==> config.mk <==
export PLATFORM = sky130hd
export DESIGN_NAME = ppu_timing_monitor_flat
export DESIGN_NICKNAME = d
export VERILOG_FILES = /design/src/rtl/ppu_timing_monitor_if.sv /design/src/rtl/ppu_timing_monitor.sv /design/src/flat_wrapper.sv
export SDC_FILE = /design/constraint.sdc
export NUM_CORES = 1
export LEC_CHECK = 0
export BUFFER_PORTS_ARGS = -buffer_cell sky130_fd_sc_hd__buf_2
export CELL_PAD_IN_SITES_DETAIL_PLACEMENT = 0
export CELL_PAD_IN_SITES_GLOBAL_PLACEMENT = 1
export CORE_UTILIZATION = 41
export CTS_CLUSTER_SIZE = 40
export DETAILED_ROUTE_END_ITERATION = 16
export PLACE_DENSITY = 0.81
export SLEW_MARGIN = 20
export SYNTH_ARGS = -nofsm -noshare
export SYNTH_HDL_FRONTEND = slang
export SYNTH_SLANG_ARGS = --single-unit
==> constraint.sdc <==
create_clock -name clock -period 2.9 [get_ports clock]
set_input_delay 0 -clock clock [delete_from_list [all_inputs] [get_ports clock]]
set_output_delay 0 -clock clock [all_outputs]
set_load 0.02 [all_outputs]
==> src/rtl/ppu_timing_monitor_if.sv <==
// Host/PPU-side signal bundle for the PPU timing monitor.
interface ppu_timing_monitor_if #(
  parameter int unsigned CNT_W = 16
);
  logic             xin_tick_i;
  logic             clear_i;
  logic             snap_ack_i;
  logic             hblank;
  logic             vblank;
  logic             csync_n;
  logic             burst_n;
  logic             snap_valid_o;
  logic [CNT_W-1:0] snap_line_len_o;
  logic [CNT_W-1:0] snap_lines_o;
  logic [CNT_W-1:0] snap_csync_o;
  logic [CNT_W-1:0] snap_frame_o;
  logic             snap_partial_o;
  logic             snap_noburst_o;
  logic             overrun_o;

  // Stimulus/host side.
  modport master (
    output xin_tick_i, clear_i, snap_ack_i, hblank, vblank, csync_n, burst_n,
    input  snap_valid_o, snap_line_len_o, snap_lines_o, snap_csync_o,
           snap_frame_o, snap_partial_o, snap_noburst_o, overrun_o
  );

  // Monitor side.
  modport slave (
    input  xin_tick_i, clear_i, snap_ack_i, hblank, vblank, csync_n, burst_n,
    output snap_valid_o, snap_line_len_o, snap_lines_o, snap_csync_o,
           snap_frame_o, snap_partial_o, snap_noburst_o, overrun_o
  );
endinterface

==> src/rtl/ppu_timing_monitor.sv <==
// Measures PPU line length, lines/frame, csync pulses/frame and frame count;
// publishes one snapshot per frame through a valid/ack handshake.
module ppu_timing_monitor #(
  parameter int unsigned SYNC_STAGES = 2,
  parameter int unsigned CNT_W       = 16
) (
  input logic                 clock,
  input logic                 reset,
  ppu_timing_monitor_if.slave mon
);

  typedef logic [CNT_W-1:0] cnt_t;

  logic [SYNC_STAGES-1:0] hb_sync, vb_sync, cs_sync, bn_sync;
  logic hb_dly, vb_dly, cs_dly;
  logic hb_rise, vb_rise, cs_fall, burst_low;

  cnt_t dot_cnt, line_len, line_cnt, csync_cnt, frame_cnt;
  cnt_t snap_len, snap_lines, snap_csync, snap_frame;
  logic burst_seen, snap_valid, snap_partial, snap_noburst, overrun, partial_pending;

  cnt_t dot_cnt_nxt, line_len_nxt, line_cnt_nxt, csync_cnt_nxt, frame_cnt_nxt;
  cnt_t snap_len_nxt, snap_lines_nxt, snap_csync_nxt, snap_frame_nxt;
  logic burst_seen_nxt, snap_valid_nxt, snap_partial_nxt, snap_noburst_nxt;
  logic overrun_nxt, partial_pending_nxt;

  cnt_t len_close, lines_close, csync_close;
  logic burst_close, load;

  function automatic cnt_t sat_add(input cnt_t a, input logic b);
    logic [CNT_W:0] s;
    s = {1'b0, a} + {{CNT_W{1'b0}}, b};
    return s[CNT_W] ? '1 : s[CNT_W-1:0];
  endfunction

  // Synchronisers plus edge-detect delay flops; not affected by clear_i.
  always_ff @(posedge clock or negedge reset) begin
    if (!reset) begin
      hb_sync <= '0;
      vb_sync <= '0;
      cs_sync <= '1;
      bn_sync <= '1;
      hb_dly  <= 1'b0;
      vb_dly  <= 1'b0;
      cs_dly  <= 1'b1;
    end else begin
      hb_sync <= {hb_sync[SYNC_STAGES-2:0], mon.hblank};
      vb_sync <= {vb_sync[SYNC_STAGES-2:0], mon.vblank};
      cs_sync <= {cs_sync[SYNC_STAGES-2:0], mon.csync_n};
      bn_sync <= {bn_sync[SYNC_STAGES-2:0], mon.burst_n};
      hb_dly  <= hb_sync[SYNC_STAGES-1];
      vb_dly  <= vb_sync[SYNC_STAGES-1];
      cs_dly  <= cs_sync[SYNC_STAGES-1];
    end
  end

  assign hb_rise   = hb_sync[SYNC_STAGES-1] & ~hb_dly;
  assign vb_rise   = vb_sync[SYNC_STAGES-1] & ~vb_dly;
  assign cs_fall   = ~cs_sync[SYNC_STAGES-1] & cs_dly;
  assign burst_low = ~bn_sync[SYNC_STAGES-1];

  // Frame-closing values include events landing in the vb_rise cycle.
  assign len_close   = hb_rise ? sat_add(dot_cnt, mon.xin_tick_i) : line_len;
  assign lines_close = sat_add(line_cnt, hb_rise);
  assign csync_close = sat_add(csync_cnt, cs_fall);
  assign burst_close = burst_seen | burst_low;
  assign load        = vb_rise & (~snap_valid | mon.snap_ack_i);

  // Next-state for counters, snapshot and flags; clear_i overrides all.
  always_comb begin
    dot_cnt_nxt         = hb_rise ? '0 : sat_add(dot_cnt, mon.xin_tick_i);
    line_len_nxt        = len_close;
    line_cnt_nxt        = lines_close;
    csync_cnt_nxt       = csync_close;
    burst_seen_nxt      = burst_close;
    frame_cnt_nxt       = frame_cnt;
    snap_len_nxt        = snap_len;
    snap_lines_nxt      = snap_lines;
    snap_csync_nxt      = snap_csync;
    snap_frame_nxt      = snap_frame;
    snap_valid_nxt      = snap_valid;
    snap_partial_nxt    = snap_partial;
    snap_noburst_nxt    = snap_noburst;
    overrun_nxt         = overrun;
    partial_pending_nxt = partial_pending;

    if (vb_rise) begin
      line_cnt_nxt   = '0;
      csync_cnt_nxt  = '0;
      burst_seen_nxt = 1'b0;
      frame_cnt_nxt  = frame_cnt + CNT_W'(1);
      if (load) begin
        snap_len_nxt        = len_close;
        snap_lines_nxt      = lines_close;
        snap_csync_nxt      = csync_close;
        snap_frame_nxt      = frame_cnt + CNT_W'(1);
        snap_valid_nxt      = 1'b1;
        snap_partial_nxt    = partial_pending;
        snap_noburst_nxt    = ~burst_close;
        partial_pending_nxt = 1'b0;
      end else begin
        overrun_nxt = 1'b1;
      end
    end else if (mon.snap_ack_i) begin
      snap_valid_nxt = 1'b0;
    end

    if (mon.clear_i) begin
      dot_cnt_nxt         = '0;
      line_len_nxt        = '0;
      line_cnt_nxt        = '0;
      csync_cnt_nxt       = '0;
      burst_seen_nxt      = 1'b0;
      frame_cnt_nxt       = '0;
      snap_len_nxt        = '0;
      snap_lines_nxt      = '0;
      snap_csync_nxt      = '0;
      snap_frame_nxt      = '0;
      snap_valid_nxt      = 1'b0;
      snap_partial_nxt    = 1'b0;
      snap_noburst_nxt    = 1'b0;
      overrun_nxt         = 1'b0;
      partial_pending_nxt = 1'b1;
    end
  end

  // State register.
  always_ff @(posedge clock or negedge reset) begin
    if (!reset) begin
      dot_cnt         <= '0;
      line_len        <= '0;
      line_cnt        <= '0;
      csync_cnt       <= '0;
      burst_seen      <= 1'b0;
      frame_cnt       <= '0;
      snap_len        <= '0;
      snap_lines      <= '0;
      snap_csync      <= '0;
      snap_frame      <= '0;
      snap_valid      <= 1'b0;
      snap_partial    <= 1'b0;
      snap_noburst    <= 1'b0;
      overrun         <= 1'b0;
      partial_pending <= 1'b1;
    end else begin
      dot_cnt         <= dot_cnt_nxt;
      line_len        <= line_len_nxt;
      line_cnt        <= line_cnt_nxt;
      csync_cnt       <= csync_cnt_nxt;
      burst_seen      <= burst_seen_nxt;
      frame_cnt       <= frame_cnt_nxt;
      snap_len        <= snap_len_nxt;
      snap_lines      <= snap_lines_nxt;
      snap_csync      <= snap_csync_nxt;
      snap_frame      <= snap_frame_nxt;
      snap_valid      <= snap_valid_nxt;
      snap_partial    <= snap_partial_nxt;
      snap_noburst    <= snap_noburst_nxt;
      overrun         <= overrun_nxt;
      partial_pending <= partial_pending_nxt;
    end
  end

  assign mon.snap_valid_o    = snap_valid;
  assign mon.snap_line_len_o = snap_len;
  assign mon.snap_lines_o    = snap_lines;
  assign mon.snap_csync_o    = snap_csync;
  assign mon.snap_frame_o    = snap_frame;
  assign mon.snap_partial_o  = snap_partial;
  assign mon.snap_noburst_o  = snap_noburst;
  assign mon.overrun_o       = overrun;

endmodule

==> src/flat_wrapper.sv <==
// flat-port wrapper written by rule: the top's interface ports become plain ports
module ppu_timing_monitor_flat 
#(
  parameter int unsigned SYNC_STAGES = 2,
  parameter int unsigned CNT_W       = 16
)
  (clock, reset, mon_xin_tick_i, mon_clear_i, mon_snap_ack_i, mon_hblank, mon_vblank, mon_csync_n, mon_burst_n, mon_snap_valid_o, mon_snap_line_len_o, mon_snap_lines_o, mon_snap_csync_o, mon_snap_frame_o, mon_snap_partial_o, mon_snap_noburst_o, mon_overrun_o);
  ppu_timing_monitor_if #(.CNT_W(CNT_W)) mon_i ();
  input logic clock;
  input logic reset;
  input wire logic [$bits(mon_i.xin_tick_i)-1:0] mon_xin_tick_i;
  input wire logic [$bits(mon_i.clear_i)-1:0] mon_clear_i;
  input wire logic [$bits(mon_i.snap_ack_i)-1:0] mon_snap_ack_i;
  input wire logic [$bits(mon_i.hblank)-1:0] mon_hblank;
  input wire logic [$bits(mon_i.vblank)-1:0] mon_vblank;
  input wire logic [$bits(mon_i.csync_n)-1:0] mon_csync_n;
  input wire logic [$bits(mon_i.burst_n)-1:0] mon_burst_n;
  output wire logic [$bits(mon_i.snap_valid_o)-1:0] mon_snap_valid_o;
  output wire logic [$bits(mon_i.snap_line_len_o)-1:0] mon_snap_line_len_o;
  output wire logic [$bits(mon_i.snap_lines_o)-1:0] mon_snap_lines_o;
  output wire logic [$bits(mon_i.snap_csync_o)-1:0] mon_snap_csync_o;
  output wire logic [$bits(mon_i.snap_frame_o)-1:0] mon_snap_frame_o;
  output wire logic [$bits(mon_i.snap_partial_o)-1:0] mon_snap_partial_o;
  output wire logic [$bits(mon_i.snap_noburst_o)-1:0] mon_snap_noburst_o;
  output wire logic [$bits(mon_i.overrun_o)-1:0] mon_overrun_o;
  assign mon_i.xin_tick_i = mon_xin_tick_i;
  assign mon_i.clear_i = mon_clear_i;
  assign mon_i.snap_ack_i = mon_snap_ack_i;
  assign mon_i.hblank = mon_hblank;
  assign mon_i.vblank = mon_vblank;
  assign mon_i.csync_n = mon_csync_n;
  assign mon_i.burst_n = mon_burst_n;
  assign mon_snap_valid_o = mon_i.snap_valid_o;
  assign mon_snap_line_len_o = mon_i.snap_line_len_o;
  assign mon_snap_lines_o = mon_i.snap_lines_o;
  assign mon_snap_csync_o = mon_i.snap_csync_o;
  assign mon_snap_frame_o = mon_i.snap_frame_o;
  assign mon_snap_partial_o = mon_i.snap_partial_o;
  assign mon_snap_noburst_o = mon_i.snap_noburst_o;
  assign mon_overrun_o = mon_i.overrun_o;
  ppu_timing_monitor #(.SYNC_STAGES(SYNC_STAGES), .CNT_W(CNT_W)) u_core (.clock(clock), .reset(reset), .mon(mon_i));
endmodule
==> results.json <==
{
  "cts.reportedPaths.clkPinSlew_ns": 0.06,
  "pwr-share-comb": 0.072,
  "final_cell_area_mm2": 0.00859,
  "outcome": "completed",
  "p_seq_frac": 0.457,
  "grt_pass1_wl_um": 27100,
  "synth.yosys.seq_area_share": 0.555,
  "async_reset_ff_frac": 1.00,
  "die_w_um": 135,
  "nets": 825,
  "numPortBuffers": 76,
  "nFillCells": 1639,
  "cts_resized": 0,
  "finalCriticalPeriod_ns": 2.36,
  "met3_length_um": 528,
  "numClockSinks": 161,
  "timing_limited_maximum_frequency_mhz": 423,
  "met1_length_um": 8130,
  "max_slew_violation_total_from_the_final_report": 0,
  "netlist_area_mm2": 0.00727,
  "crit_top_cell": "ha_1",
  "crit_arrival_ns": 2.69,
  "die_h_um": 135,
  "setup-violations-final": 0,
  "yosys.area.top_type": "dfrtp_1",
  "initial_core_util": 0.420,
  "timing.critical_path.slowest_cell_delay_ns": 0.45,
  "timing_hold_violations_final": 0,
  "drtAntennaViolNets": 0,
  "cell_internal_pwr_uw": 3930,
  "cp_max_fo": 10,
  "endpoint_kind": "flop",
  "synth-main-ff-cell": "dfrtp_1",
  "worst_clock_skew_ns": 0.0168,
  "highest-signal-layer": "met4",
  "crit_slowest_cell": "or3_1",
  "period_utilization_post_route": 0.814,
  "share_of_total_power_in_the_clock_network": 0.471,
  "clock_path_buffers": 2,
  "grt_pass1_vias": 5355,
  "power.ir.vdd_worst_uv": 449,
  "min_path_cells": 2,
  "detail_route.drc_violations": 0,
  "drt-initial-drc-count": 292,
  "worst_ep_required_time_ns": 3.23,
  "net_count_after_synthesis": 750,
  "p_switching_uw": 1220,
  "final_layout_size_suffix_gt1_frac": 0.175,
  "grt_setup_unrepaired": "no",
  "core_area_mm2": 0.0173,
  "synth.area.top_cells": "dfrtp_1 (53%), nor2_1 (7.4%), xnor2_1 (3.6%)",
  "cts_made_buffers": 17,
  "die_area_mm2": 0.0183,
  "antennaDiodeCount": 0,
  "hold_path_class": "in -> reg",
  "post_dp_cell_area_mm2": 0.00788,
  "h-tree-depth": 4,
  "clk_latency_ns": 0.43,
  "power_density_mw_per_mm2": 599,
  "total_leakage_power_uw": 0.00378,
  "detail_route.wirelength_um": 16400,
  "avgViaCountPerCell": 5.32,
  "synth-seq-cells": 161,
  "path_class": "reg -> reg",
  "post_cts_hold_fix_bufs": 7,
  "std_cell_rows": 48,
  "r2r.worst_path.cells": 7,
  "yosys_warnings": 0,
  "cp_cell_sequence": "ha_1 -> ha_1 -> nand3_1 -> or3_1 -> nand2b_1 -> and3_1 -> o41ai_2",
  "synth_enable_flop_cells": 0,
  "drt_first_pass_iters": 4,
  "post_synthesis_to_final_layout_area_growth_pct": 18.2,
  "via_count": 5571,
  "cap_violations": 0,
  "routed_met2_length_um": 7500,
  "overall_global_routing_usage": 0.192,
  "cts_tree": "built",
  "max_slew.worst_pin.slew_ns": 0.773,
  "postCtsSetupBuffers": 0,
  "total_power_uw": 5140,
  "max-slew-margin-rel": 0.485,
  "detailedPlacementHpwl_um": 10900,
  "ioPinCount": 77,
  "syn_avg_cell_area_um2": 9.89,
  "synth.lib_cells_used.distinct": 56,
  "antenna_found_initial": 0,
  "route.detailed.wl_per_inst_um": 15.6,
  "grt_max_degree": 83,
  "synthDominantCellAreaShare": 0.534,
  "gp_congestion": 0.855,
  "syn-instance-count": 735,
  "global_route.overflow_total": 0,
  "cts_root_buf": "clkbuf_16",
  "timing.critical_path.from_type": "flop",
  "switching_share": 0.236,
  "totalNegativeSetupSlack_ns": 0
}
[state kept, by name (all words and copies together) (netlist names), 2 cells and up]
register / count
u_core.line_len: 16
u_core.mon.snap_frame_o: 16
u_core.line_cnt: 16
u_core.mon.snap_csync_o: 16
u_core.mon.snap_line_len_o: 16
u_core.csync_cnt: 16
u_core.frame_cnt: 16
u_core.mon.snap_lines_o: 16
u_core.dot_cnt: 16
u_core.hb_sync: 2
u_core.vb_sync: 2
u_core.cs_sync: 2
u_core.bn_sync: 2
[worst max-delay path, delay by kind of cell (launching register included)]
kind                     cells  cell delay [ns]
adder cells (fa/ha/maj)      2             0.40
flip-flops                   1             0.33
AO/OA/AOI/OAI                1             0.30
AND/OR/NAND/NOR              4             1.23
[kinds of logic after synthesis]
| family | synth area share |
|---|---|
| AO/OA/AOI/OAI | 0.122 |
| XOR/XNOR | 0.0542 |
| adder cells (fa/ha/maj) | 0.0103 |
| buffers and inverters | 0.0332 |
| flip-flops | 0.555 |
| multiplexers | 0.00430 |
| AND/OR/NAND/NOR | 0.220 |
[per-layer routing]
metal / vias up / global-route usage
met1: 2728 / 0.270
met2: 97 / 0.292
met4: 0 / 0.0593
met5: - / 0
met3: 18 / 0.0453
li1: 2728 / -
[final timing paths]
| path | startpoint | end | slack (ns) |
|---|---|---|---|
| worst max-delay path | u_core.dot_cnt[0] | u_core.mon.snap_line_len_o[5] | 0.54 |
| max in group asynchronous | reset | u_core.bn_sync[1] | 1.87 |
| worst max register to register | u_core.dot_cnt[0] | u_core.mon.snap_line_len_o[5] | 0.54 |
| worst min-delay path | mon_clear_i | u_core.line_len[12] | 0.03 |
| min in group asynchronous | reset | u_core.mon.snap_line_len_o[0] | 0.19 |
| worst min register to register | u_core.vb_sync[0] | u_core.vb_sync[1] | 0.35 |
[power by group through the flow]
stage | logic [uW] | clock network, uW | registers (uW)
floorplan | 162 | 0 | 2440
global placement | 365 | 0 | 2390
detailed placement | 370 | 0 | 2390
CTS | 377 | 2480 | 2350
global route | 413 | 2570 | 2360
finish | 369 | 2420 | 2350
[stage by stage]
stage | worst slack [ns] | hold slack (ns) | util | cells
finish | 0.538 | 0.0258 | 0.496 | 1048
global route | 0.322 | 0.0348 | 0.496 | 1048
CTS | 0.555 | 0.0117 | 0.496 | 1048
detailed placement | 0.529 | 0.108 | 0.456 | 1009
global placement | 0.650 | 0.105 | 0.456 | 1009
floorplan | 0.162 | -0.296 | - | 735
[placed cells by master, fill, tap and decap left out, drive strengths merged, types with 4 or more instances in the layout]
cell and n:
nand2b 8, a31oi 6, inv 10, o21ai 24, nor3 25, ha 6
o211ai 7, a311oi 8, nand2 54, nand4 15, a21oi 32, nor2b 7
and4 4, nor2 145, xor2 15, dlygate4sd3 7, and3 8, clkbuf 21
a211oi 33, nand3b 8, bufinv 4, buf 93, o31ai 4, nor4 12
xnor2 30, dfstp 6, and2 4, dfrtp 155, or3 11, nand3 29
[synth_stat cells, drive strengths merged, types with 8 or more instances]
library cell  instances
dfrtp               155
nand2                54
a21oi                32
xor2                 15
nand3b                8
nand4                15
nand3                29
nor2                145
a211oi               33
nor4                 12
xnor2                30
nor3                 25
or3                  11
a311oi                8
nand2b                8
and3                  8
o21ai                24
clkbuf               36
[cell type report]
cell class	instances	area [um2]	share of cell area
Sequential cell	161	4040	0.470
Multi-Input combinational cell	523	2990	0.349
Timing Repair Buffer	100	612	0.0713
Clock buffer	21	460	0.0536
Tap cell	225	282	0.0328
Clock inverter	11	176	0.0205
Inverter	7	26.3	0.00306
Note: power is estimated with default switching activity, not from simulation.
